[src/rtl/matrix_io_sequencer_if.sv]
// rtl/matrix_io_sequencer_if.sv - operand load, multiply handshake and result stream bundle
interface matrix_io_sequencer_if;
  logic [7:0]  data_in;
  logic        data_valid;
  logic        data_ready;
  logic [15:0] matrixA;
  logic [15:0] matrixB;
  logic        enable;
  logic        listo;
  logic [15:0] result;
  logic [7:0]  data_out;
  logic        out_valid;
  logic        out_ready;
  logic        busy;
  logic        err;

  // sequencer side
  modport master (
    input  data_in, data_valid, listo, result, out_ready,
    output data_ready, matrixA, matrixB, enable, data_out, out_valid, busy, err
  );

  // environment side: byte source, multiply unit and result consumer
  modport slave (
    output data_in, data_valid, listo, result, out_ready,
    input  data_ready, matrixA, matrixB, enable, data_out, out_valid, busy, err
  );
endinterface

[src/rtl/matrix_io_sequencer.sv]
// rtl/matrix_io_sequencer.sv - loads two 16-bit operands, starts the multiply unit, streams the product out
module matrix_io_sequencer #(
  parameter int TIMEOUT_CYCLES = 127
) (
  input logic                   clk,
  input logic                   rst,
  matrix_io_sequencer_if.master bus
);

  typedef enum logic [1:0] {LOAD, START, WAIT, SEND} state_t;

  // Last timeout count value; the edge leaving it aborts the wait.
  localparam logic [7:0] TMO_LAST = 8'(TIMEOUT_CYCLES - 1);

  state_t      state_q, state_d;
  logic [1:0]  byte_cnt_q, byte_cnt_d;
  logic [7:0]  tmo_q, tmo_d;
  logic        idx_q, idx_d;
  logic [15:0] cap_q, cap_d;
  logic [15:0] mat_a_q, mat_a_d;
  logic [15:0] mat_b_q, mat_b_d;
  logic        enable_q, enable_d;
  logic [7:0]  data_out_q, data_out_d;
  logic        out_valid_q, out_valid_d;
  logic        busy_q, busy_d;
  logic        err_q, err_d;
  logic        data_ready_q, data_ready_d;

  logic in_xfer;
  logic out_xfer;

  assign in_xfer  = bus.data_valid & data_ready_q;
  assign out_xfer = out_valid_q & bus.out_ready;

  // State register and all registered outputs; reset discards any partial work.
  always_ff @(posedge clk or posedge rst) begin
    if (rst) begin
      state_q      <= LOAD;
      byte_cnt_q   <= 2'd0;
      tmo_q        <= 8'd0;
      idx_q        <= 1'b0;
      cap_q        <= 16'd0;
      mat_a_q      <= 16'd0;
      mat_b_q      <= 16'd0;
      enable_q     <= 1'b0;
      data_out_q   <= 8'd0;
      out_valid_q  <= 1'b0;
      busy_q       <= 1'b0;
      err_q        <= 1'b0;
      data_ready_q <= 1'b0;
    end else begin
      state_q      <= state_d;
      byte_cnt_q   <= byte_cnt_d;
      tmo_q        <= tmo_d;
      idx_q        <= idx_d;
      cap_q        <= cap_d;
      mat_a_q      <= mat_a_d;
      mat_b_q      <= mat_b_d;
      enable_q     <= enable_d;
      data_out_q   <= data_out_d;
      out_valid_q  <= out_valid_d;
      busy_q       <= busy_d;
      err_q        <= err_d;
      data_ready_q <= data_ready_d;
    end
  end

  // Next-state logic; status outputs are derived from the next state so they are registered.
  always_comb begin
    state_d    = state_q;
    byte_cnt_d = byte_cnt_q;
    tmo_d      = tmo_q;
    idx_d      = idx_q;
    cap_d      = cap_q;
    mat_a_d    = mat_a_q;
    mat_b_d    = mat_b_q;
    data_out_d = data_out_q;
    err_d      = err_q;

    case (state_q)
      LOAD: begin
        if (in_xfer) begin
          byte_cnt_d = byte_cnt_q + 2'd1;
          case (byte_cnt_q)
            2'd0: begin
              mat_a_d[7:0] = bus.data_in;
              err_d        = 1'b0;
            end
            2'd1: mat_a_d[15:8] = bus.data_in;
            2'd2: mat_b_d[7:0]  = bus.data_in;
            2'd3: begin
              mat_b_d[15:8] = bus.data_in;
              state_d       = START;
            end
          endcase
        end
      end
      START: begin
        tmo_d   = 8'd0;
        state_d = WAIT;
      end
      WAIT: begin
        // Completion wins over a coinciding timeout.
        if (bus.listo) begin
          cap_d      = bus.result;
          idx_d      = 1'b0;
          data_out_d = bus.result[7:0];
          state_d    = SEND;
        end else if (tmo_q == TMO_LAST) begin
          err_d   = 1'b1;
          state_d = LOAD;
        end else begin
          tmo_d = tmo_q + 8'd1;
        end
      end
      SEND: begin
        if (out_xfer) begin
          if (!idx_q) begin
            idx_d      = 1'b1;
            data_out_d = cap_q[15:8];
          end else begin
            state_d = LOAD;
          end
        end
      end
    endcase

    enable_d     = (state_d == START);
    out_valid_d  = (state_d == SEND);
    busy_d       = (state_d != LOAD);
    data_ready_d = (state_d == LOAD);
  end

  assign bus.data_ready = data_ready_q;
  assign bus.matrixA    = mat_a_q;
  assign bus.matrixB    = mat_b_q;
  assign bus.enable     = enable_q;
  assign bus.data_out   = data_out_q;
  assign bus.out_valid  = out_valid_q;
  assign bus.busy       = busy_q;
  assign bus.err        = err_q;

endmodule

[src/flat_wrapper.sv]
// flat-port wrapper written by rule: the top's interface ports become plain ports
module matrix_io_sequencer_flat 
#(
  parameter int TIMEOUT_CYCLES = 127
)
  (clk, rst, bus_data_in, bus_data_valid, bus_listo, bus_result, bus_out_ready, bus_data_ready, bus_matrixA, bus_matrixB, bus_enable, bus_data_out, bus_out_valid, bus_busy, bus_err);
  matrix_io_sequencer_if bus_i ();
  input logic clk;
  input logic rst;
  input wire logic [$bits(bus_i.data_in)-1:0] bus_data_in;
  input wire logic [$bits(bus_i.data_valid)-1:0] bus_data_valid;
  input wire logic [$bits(bus_i.listo)-1:0] bus_listo;
  input wire logic [$bits(bus_i.result)-1:0] bus_result;
  input wire logic [$bits(bus_i.out_ready)-1:0] bus_out_ready;
  output wire logic [$bits(bus_i.data_ready)-1:0] bus_data_ready;
  output wire logic [$bits(bus_i.matrixA)-1:0] bus_matrixA;
  output wire logic [$bits(bus_i.matrixB)-1:0] bus_matrixB;
  output wire logic [$bits(bus_i.enable)-1:0] bus_enable;
  output wire logic [$bits(bus_i.data_out)-1:0] bus_data_out;
  output wire logic [$bits(bus_i.out_valid)-1:0] bus_out_valid;
  output wire logic [$bits(bus_i.busy)-1:0] bus_busy;
  output wire logic [$bits(bus_i.err)-1:0] bus_err;
  assign bus_i.data_in = bus_data_in;
  assign bus_i.data_valid = bus_data_valid;
  assign bus_i.listo = bus_listo;
  assign bus_i.result = bus_result;
  assign bus_i.out_ready = bus_out_ready;
  assign bus_data_ready = bus_i.data_ready;
  assign bus_matrixA = bus_i.matrixA;
  assign bus_matrixB = bus_i.matrixB;
  assign bus_enable = bus_i.enable;
  assign bus_data_out = bus_i.data_out;
  assign bus_out_valid = bus_i.out_valid;
  assign bus_busy = bus_i.busy;
  assign bus_err = bus_i.err;
  matrix_io_sequencer #(.TIMEOUT_CYCLES(TIMEOUT_CYCLES)) u_core (.clk(clk), .rst(rst), .bus(bus_i));
endmodule
[config.mk]
export PLATFORM = sky130hd
export DESIGN_NAME = matrix_io_sequencer_flat
export DESIGN_NICKNAME = d
export VERILOG_FILES = /design/src/rtl/matrix_io_sequencer_if.sv /design/src/rtl/matrix_io_sequencer.sv /design/src/flat_wrapper.sv
export SDC_FILE = /design/constraint.sdc
export NUM_CORES = 1
export LEC_CHECK = 0
export BUFFER_PORTS_ARGS = -buffer_cell sky130_fd_sc_hd__buf_2
export CELL_PAD_IN_SITES_DETAIL_PLACEMENT = 2
export CELL_PAD_IN_SITES_GLOBAL_PLACEMENT = 2
export CORE_ASPECT_RATIO = 0.9
export CORE_MARGIN = 2
export CORE_UTILIZATION = 34
export DETAILED_ROUTE_END_ITERATION = 10
export GPL_TIMING_DRIVEN = 0
export PLACE_DENSITY_LB_ADDON = 0.1
export SLEW_MARGIN = 20
export SYNTH_ARGS = -nofsm -noshare
export SYNTH_HDL_FRONTEND = slang
export SYNTH_SLANG_ARGS = --single-unit
[constraint.sdc]
create_clock -name clk -period 2.36 [get_ports clk]
set_clock_uncertainty 0.05 [all_clocks]
set_input_delay 0.354 -clock clk [delete_from_list [all_inputs] [get_ports clk]]
set_output_delay 0.354 -clock clk [all_outputs]
set_load 0.1 [all_outputs]
After elaboration in Yosys (flattened, before gate mapping)
Cells that the tools add are included.
{"block": "totals", "in_bits": 29, "register_bits": 74, "wordCells": 75}
{"block": "classes", "mux": 22, "reduce_logical": 17, "eq_ne": 17, "bitwise": 2, "add_sub_neg": 2}
{"cell": "$mux 8", "count": 5}
{"cell": "$pmux 8 s2", "count": 2}
{"cell": "$reduce_and 3->1", "count": 6}
{"cell": "$mux 2", "count": 6}
{"cell": "$eq 2x2->1 const B", "count": 5}
{"cell": "$ne 2x2->1 const B", "count": 5}
{"cell": "$add 8x1->8 const B", "count": 1}
{"cell": "$eq 8x7->1 const B", "count": 1}
{"cell": "$pmux 2 s4", "count": 1}
{"cell": "$reduce_bool 2->1", "count": 4}
{"cell": "$eq 2x1->1 const B", "count": 3}
{"cell": "$logic_not 2->1", "count": 3}
{"cell": "$mux 1", "count": 6}
{"cell": "$ne 2x1->1 const B", "count": 3}
{"cell": "$reduce_and 5->1", "count": 1}
{"cell": "$pmux 1 s2", "count": 2}
{"cell": "$reduce_and 2->1", "count": 2}
{"cell": "$reduce_and 4->1", "count": 1}
{"cell": "$add 2x1->2 const B", "count": 1}
{"cell": "$and 1x1->1", "count": 2}

Depth between registers and ports, before layout
Gate-level depths: netlist of run 1.
{"block": "depth", "ltp_word": 5, "depth_mapped": 7, "ltp_nobuf": 6}

Worst setup path after synthesis of run 1
No wires, ideal clock.
{"block": "synth_path", "kind": "register -> register", "start": "register u_core.data_ready_q, in the netlist u_core.bus.data_ready", "end": "register u_core.mat_a_q[0], in the netlist u_core.bus.matrixA[0]", "required_time_ps": 2184, "path_stages_with_launch": 5, "setup_time_ps": 126, "path_slack_ps": 337, "arrival_time_ps": 1847, "n_path_buf": 1, "cell_sequence": "dfrtp_1 and3_4 buf_6 nand2_1 mux2_2"}
{"block": "synth_via", "elab_chain_cells": 2}
{"item": "start: declaration", "line_no": "matrix_io_sequencer.sv:27", "text": "logic data_ready_q, data_ready_d;"}
{"item": "start signal: assignment", "line_no": "matrix_io_sequencer.sv:64", "text": "data_ready_q <= data_ready_d;"}
{"item": "$and 1x1->1", "line_no": "matrix_io_sequencer.sv:32", "text": "assign in_xfer = bus.data_valid & data_ready_q;"}
{"item": "$reduce_and 3->1 (no line)"}
{"item": "end signal: assignment", "line_no": "matrix_io_sequencer.sv:57", "text": "mat_a_q <= mat_a_d;"}
{"item": "end: declaration", "line_no": "matrix_io_sequencer.sv:20", "text": "logic [15:0] mat_a_q, mat_a_d;"}
No other way between the ends.
A chain may end at the register's enable or synchronous reset.

Final worst setup path of run 1
{"block": "layout_path", "start": "register u_core.tmo_q[0]", "end": "register u_core.tmo_q[1]"}
{"block": "layout_via", "elab_chain_cells": 4, "elab_cells_between_ends": 7, "classes_between": "1 x add/sub; 2 x eq/ne; 3 x mux; 1 x reduce/logical"}
{"item": "start: declaration", "line_no": "matrix_io_sequencer.sv:17", "text": "logic [7:0] tmo_q, tmo_d;"}
{"item": "start signal: assignment", "line_no": "matrix_io_sequencer.sv:54", "text": "tmo_q <= tmo_d;"}
{"item": "$add 8x1->8", "line_no": "matrix_io_sequencer.sv:113", "text": "tmo_d = tmo_q + 8'd1;"}
{"item": "$mux 8", "line_no": "matrix_io_sequencer.sv:109", "text": "end else if (tmo_q == TMO_LAST) begin"}
{"item": "$mux 8", "line_no": "matrix_io_sequencer.sv:104", "text": "if (bus.listo) begin"}
{"item": "$pmux 8 s2", "line_no": "matrix_io_sequencer.sv:80", "text": "case (state_q)"}
Parallel ways exist; a longest one is shown, timed or not. The select of a mux whose other input is x is not followed.

==> impl_metrics.ini, run 1 <==
[clocking]
cts_tree = done
cts_setup_buffers = 0
cts_buffer_depth = 2
root_buffer = clkbuf_8
cts.clk_slew.worst_paths_ns = 0.08
cts_buffers = 9
cts_sinks = 66
worst_skew_pair.late_latency_ns = 0.34
htree_num_levels = 3

[hold_path]
hold_path.startpoint = bus_result[13]
holdPathEnd = u_core.cap_q[13]
min_path_cells = 2
hold_class = in2reg

[logic_synthesis]
syn_area_um2 = 2780
netlist_instances = 210
async_flop_share_pct = 100
synth-edff-count = 0
synth.yosys.warnings = 0
synth.distinct_cells = 36
syn-num-nets = 245
ys_ff_latch = 66
ys_seq_area_share_pct = 59.3
synth_ff_type = dfrtp_1
postSynthAreaPerCell_um2 = 13.3

[sta]
period_needed_ns = 1.87
worst_pin_slew_ns = 0.505
setup_viol = 0
grt_setup_unrepaired = no
max_slew_margin_pct = 66.6
timing.fmax_mhz = 534
finalMaxSlewViolations = 0
finalCritPeriodShare_pct = 79.4
hold_viol = 0

[setup_path]
end_kind = flop
required_ns = 2.54
rrSetupSlack_ns = 0.49
worstSetupStartpointType = flop
arrival_ns = 2.05
path_max_fanout = 10
reg2reg_from = u_core.tmo_q[0]
crit_type = reg2reg
rr_worst_depth = 7
rr_endpoint = u_core.tmo_q[1]

[job]
maxCapViolations = 0

[route]
drc_errors = 0
wl_met3_um = 422
drt_iter0_drc = 32
wl_mm = 6.63
via_count = 1947
ant_nets = 0
drt-met1-wl_mm = 2.80
via_per_inst = 4.87
first_pass_iters = 4
met2_length_mm = 3.33
routedWlPerCell_um = 16.6
route.top_layer_used = met4

[grt]
grt_pass1_wl_mm = 11.2
grt_antenna_before_repair = 0
grt_overflow_total = 0
grt_max_degree = 46
grt_pass1_vias = 2188
track_usage_pct = 16.2

[placed_design]
gp_congestion = 0.694
dp_hpwl_mm = 4.83
portBuffers = 73
post_dp_cell_area_um2 = 3300

[finish]
postLayoutCellArea_um2 = 3510
mostFrequentLayoutCell = buf_2
drive_gt1_share_pct = 47.2
finish.utilization_pct = 44.0
num-nets-final = 331
layout_common_cells = buf_2 (74), dfrtp_1 (66), mux2_2 (40)
layout-area-overhead-vs-synth_pct = 26.2
antenna_cells = 0

[floorplanning]
rows = 31
dieHeight_um = 89.8
floorplan.initialDensity_pct = 34.8
die-area_um2 = 8930
num_io_pins = 74
fp.dieW_um = 99.4
core_um2 = 7990

[status]
status = finished clean
## repair_timing
| item | 4_1_cts | 5_1_grt |
|---|---|---|
| hold endpoints to repair | 21 | 0 |
| gates resized for setup | 0 | 0 |
| hold buffers | 1 | 0 |
| endpoints found under the setup margin | 0 | 0 |
## state kept, by name, summed over array words and instances (netlist names)
name                   flops
u_core.bus.matrixA        16
u_core.bus.matrixB        16
u_core.bus.data_out        8
u_core.cap_q               8
u_core.tmo_q               8
u_core.byte_cnt_q          2
u_core.state_q             2
u_core.bus.busy            1
u_core.bus.data_ready      1
u_core.bus.enable          1
u_core.bus.err             1
u_core.bus.out_valid       1
u_core.idx_q               1
## worst max-delay path: stages, from the launching register on
cell and delay, ns:
dfrtp_1 0.43, inv_1 0.08, ha_1 0.19, nand3b_1 0.14, o21ai_1 0.21, clkbuf_1 0.37
o211ai_1 0.18, o31ai_1 0.11
## cell usage after synthesis, types with 2 or more instances
cell type | count | area, um^2
nand3_1 | 3 | 15.0
buf_6 | 2 | 22.5
mux2i_1 | 9 | 90.1
nand2_1 | 11 | 41.3
dfrtp_1 | 66 | 1650
nand3b_1 | 2 | 15.0
o21ai_0 | 3 | 15.0
mux2_2 | 40 | 450
nor2_1 | 13 | 48.8
a21oi_1 | 11 | 55.1
o31ai_1 | 5 | 37.5
buf_4 | 2 | 15.0
o211ai_1 | 5 | 37.5
nand4_1 | 4 | 25.0
inv_1 | 8 | 30.0
ha_1 | 6 | 75.1
## how the worst max path moves through the flow
stage | slack, ns | from | end | cells past startpoint
floorplan | 0.30 | rst | u_core.bus.busy | 1
detailed placement | 0.52 | u_core.state_q[0] | u_core.bus.matrixA[12] | 6
finish | 0.49 | u_core.tmo_q[0] | u_core.tmo_q[1] | 7
CTS | 0.46 | u_core.tmo_q[0] | u_core.tmo_q[1] | 7
global placement | -0.68 | rst | u_core.bus.matrixA[11] | 2
global route | 0.32 | u_core.tmo_q[0] | u_core.tmo_q[1] | 7
## final cells by class
type	instances	area, um^2
fill	834	4480
multi-input combinational	129	1050
sequential	66	1650
clock buffer	9	124
inverter	9	36.3
tap	99	124
clock inverter	7	76.3
buffer	6	46.3
timing repair buffer	75	403
## cells by family after synthesis
kind of cell | Yosys count | share of synthesized area [%]
compound gates | 28 | 6.47
xor+xnor | 1 | 0.315
fa+ha+maj | 6 | 2.70
buf+inv | 15 | 2.88
flops | 66 | 59.3
mux | 49 | 19.4
simple gates | 45 | 8.90
## routing by layer
metal  up-vias  GRT usage (%)
met5         -              0
met2        49           27.4
met3         7           6.45
met1       973           18.9
li1        918              -
met4         0           4.79
## per-stage QoR
stage                     hold slack, ns  worst slack (ns)  cells  setup TNS [ns]
final                              0.193             0.487    400               0
after detailed placement           0.290             0.521    383               0
after CTS                          0.171             0.464    400               0
after floorplan                    0.429             0.301    210               0
after global placement             0.433            -0.675    382          -44.41
after global routing               0.168             0.325    400               0
Power of run 1 is not shown: default switching activity piles up to over one toggle a cycle in this logic, so the estimate is an artifact.
==> inputs of run 2 (changes only) <==
- clock period: 2.36 -> 1.8 ns (I/O delays scaled with it)
==> run 2 against run 1 <==
Clock-buffer cell count rose by 1. Wire length rose by 5.4%. Core utilization rose by 1.1 points. Global-route usage rose by 0.31 points. Critical path type unchanged.
==> impl_metrics.ini, run 2 (same netlist as run 1, synthesis figures left out) <==
[floorplanning]
dieHeight_um = 89.8
fp.dieW_um = 99.4
die-area_um2 = 8930
floorplan.initialDensity_pct = 34.8
rows = 31
num_io_pins = 74
core_um2 = 7990

[clocking]
cts_tree = done
htree_num_levels = 3
cts_buffer_depth = 2
worst_skew_pair.late_latency_ns = 0.34
cts_sinks = 66
cts_buffers = 9
cts.clk_slew.worst_paths_ns = 0.07
root_buffer = clkbuf_8

[finish]
finish.utilization_pct = 45.1
postLayoutCellArea_um2 = 3600
antenna_cells = 0
layout_common_cells = buf_2 (74), dfrtp_1 (64), mux2_2 (40)
layout-area-overhead-vs-synth_pct = 29.5
num-nets-final = 337
mostFrequentLayoutCell = buf_2
fin_cells = 406
drive_gt1_share_pct = 50.8

[setup_path]
reg2reg_from = u_core.state_q[0]
path_max_fanout = 8
required_ns = 2.00
crit_chain = buf_6 -> buf_4 -> nor3b_4 -> o21ai_2 -> or3_1 -> a21oi_1
crit_type = reg2reg
end_kind = flop
rrSetupSlack_ns = 0.1
rr_endpoint = u_core.tmo_q[6]
worst_path_max_delay_cell = dfrtp_1
arrival_ns = 1.91
cp_slowest_stage_delay_ns = 0.37
rr_worst_depth = 6
worstSetupStartpointType = flop

[route]
wl_met3_um = 412
ant_nets = 0
drc_errors = 0
route.top_layer_used = met4
drt-met1-wl_mm = 3.00
first_pass_iters = 4
via_per_inst = 4.89
wl_mm = 6.99
via_count = 1984
drt_iter0_drc = 34
routedWlPerCell_um = 17.2
met2_length_mm = 3.48

[hold_path]
min_path_cells = 2
hold_path.startpoint = bus_result[14]
holdPathEnd = u_core.cap_q[14]
hold_class = in2reg

[grt]
grt_max_degree = 32
grt_antenna_before_repair = 0
track_usage_pct = 16.5
grt_overflow_total = 0
grt_pass1_vias = 2230
grt_pass1_wl_mm = 11.4

[sta]
period_needed_ns = 1.70
timing.fmax_mhz = 587
finalCritPeriodShare_pct = 94.7
max_slew_margin_pct = 67.0
hold_viol = 0
setup_viol = 0
worst_pin_slew_ns = 0.493
fin_setup_tns_ns = 0
finalMaxSlewViolations = 0

[placed_design]
dp.cells = 384
portBuffers = 73
post_dp_cell_area_um2 = 3320
dp_hpwl_mm = 4.92
gp_congestion = 0.714

[job]
maxCapViolations = 0

[status]
status = finished clean
## run 2: cell type report
| cell class | instances | area (um^2) |
|---|---|---|
| Sequential cell | 66 | 1650 |
| Clock inverter | 6 | 65.1 |
| Tap cell | 99 | 124 |
| Fill cell | 849 | 4390 |
| Multi-Input combinational cell | 129 | 1080 |
| Timing Repair Buffer | 81 | 453 |
| Buffer | 6 | 50.0 |
| Clock buffer | 10 | 138 |
| Inverter | 9 | 37.5 |
## run 2: through the flow
stage	worst slack, ns	hold WS, ns
finish	0.0952	0.113
global route	-0.0131	0.101
CTS	0.0273	0.0955
detailed placement	-0.0906	0.213
global placement	-0.0878	0.433
floorplan	0.0366	0.364
## run 2: layer usage
metal  global-route usage [%]  up-vias
met5                        0        -
met4                     6.28        0
met3                     5.83        9
met2                     27.6       56
met1                     19.4      991
li1                         -      928
## run 2: worst max-delay path, delay by kind of cell (launching register included)
family | cells | cell delay [ns]
AND/OR/NAND/NOR | 2 | 0.63
buffers and inverters | 2 | 0.26
flip-flops | 1 | 0.37
AO/OA/AOI/OAI | 2 | 0.31
## run 2: repair_timing
action / 4_1_cts / 5_1_grt
hold buffers: 1 / 0
buffers inserted: 0 / 5
pin swaps: 0 / 3
resized for setup: 5 / 5
endpoints found under the setup margin: 31 / 14
hold endpoints to repair: 11 / 0
## run 2: how the worst max path moves through the flow
| stage | start | end | slack [ns] | depth (start not counted) |
|---|---|---|---|---|
| global placement | u_core.state_q[0] | u_core.bus.matrixA[9] | -0.09 | 6 |
| finish | u_core.state_q[0] | u_core.tmo_q[6] | 0.1 | 6 |
| CTS | u_core.state_q[1] | u_core.tmo_q[6] | 0.03 | 5 |
| global route | u_core.state_q[0] | u_core.tmo_q[4] | -0.01 | 7 |
| floorplan | u_core.bus.data_ready | u_core.bus.busy | 0.04 | 5 |
| detailed placement | u_core.state_q[0] | u_core.bus.matrixA[8] | -0.09 | 6 |
Power of run 2 is left out for the same reason.
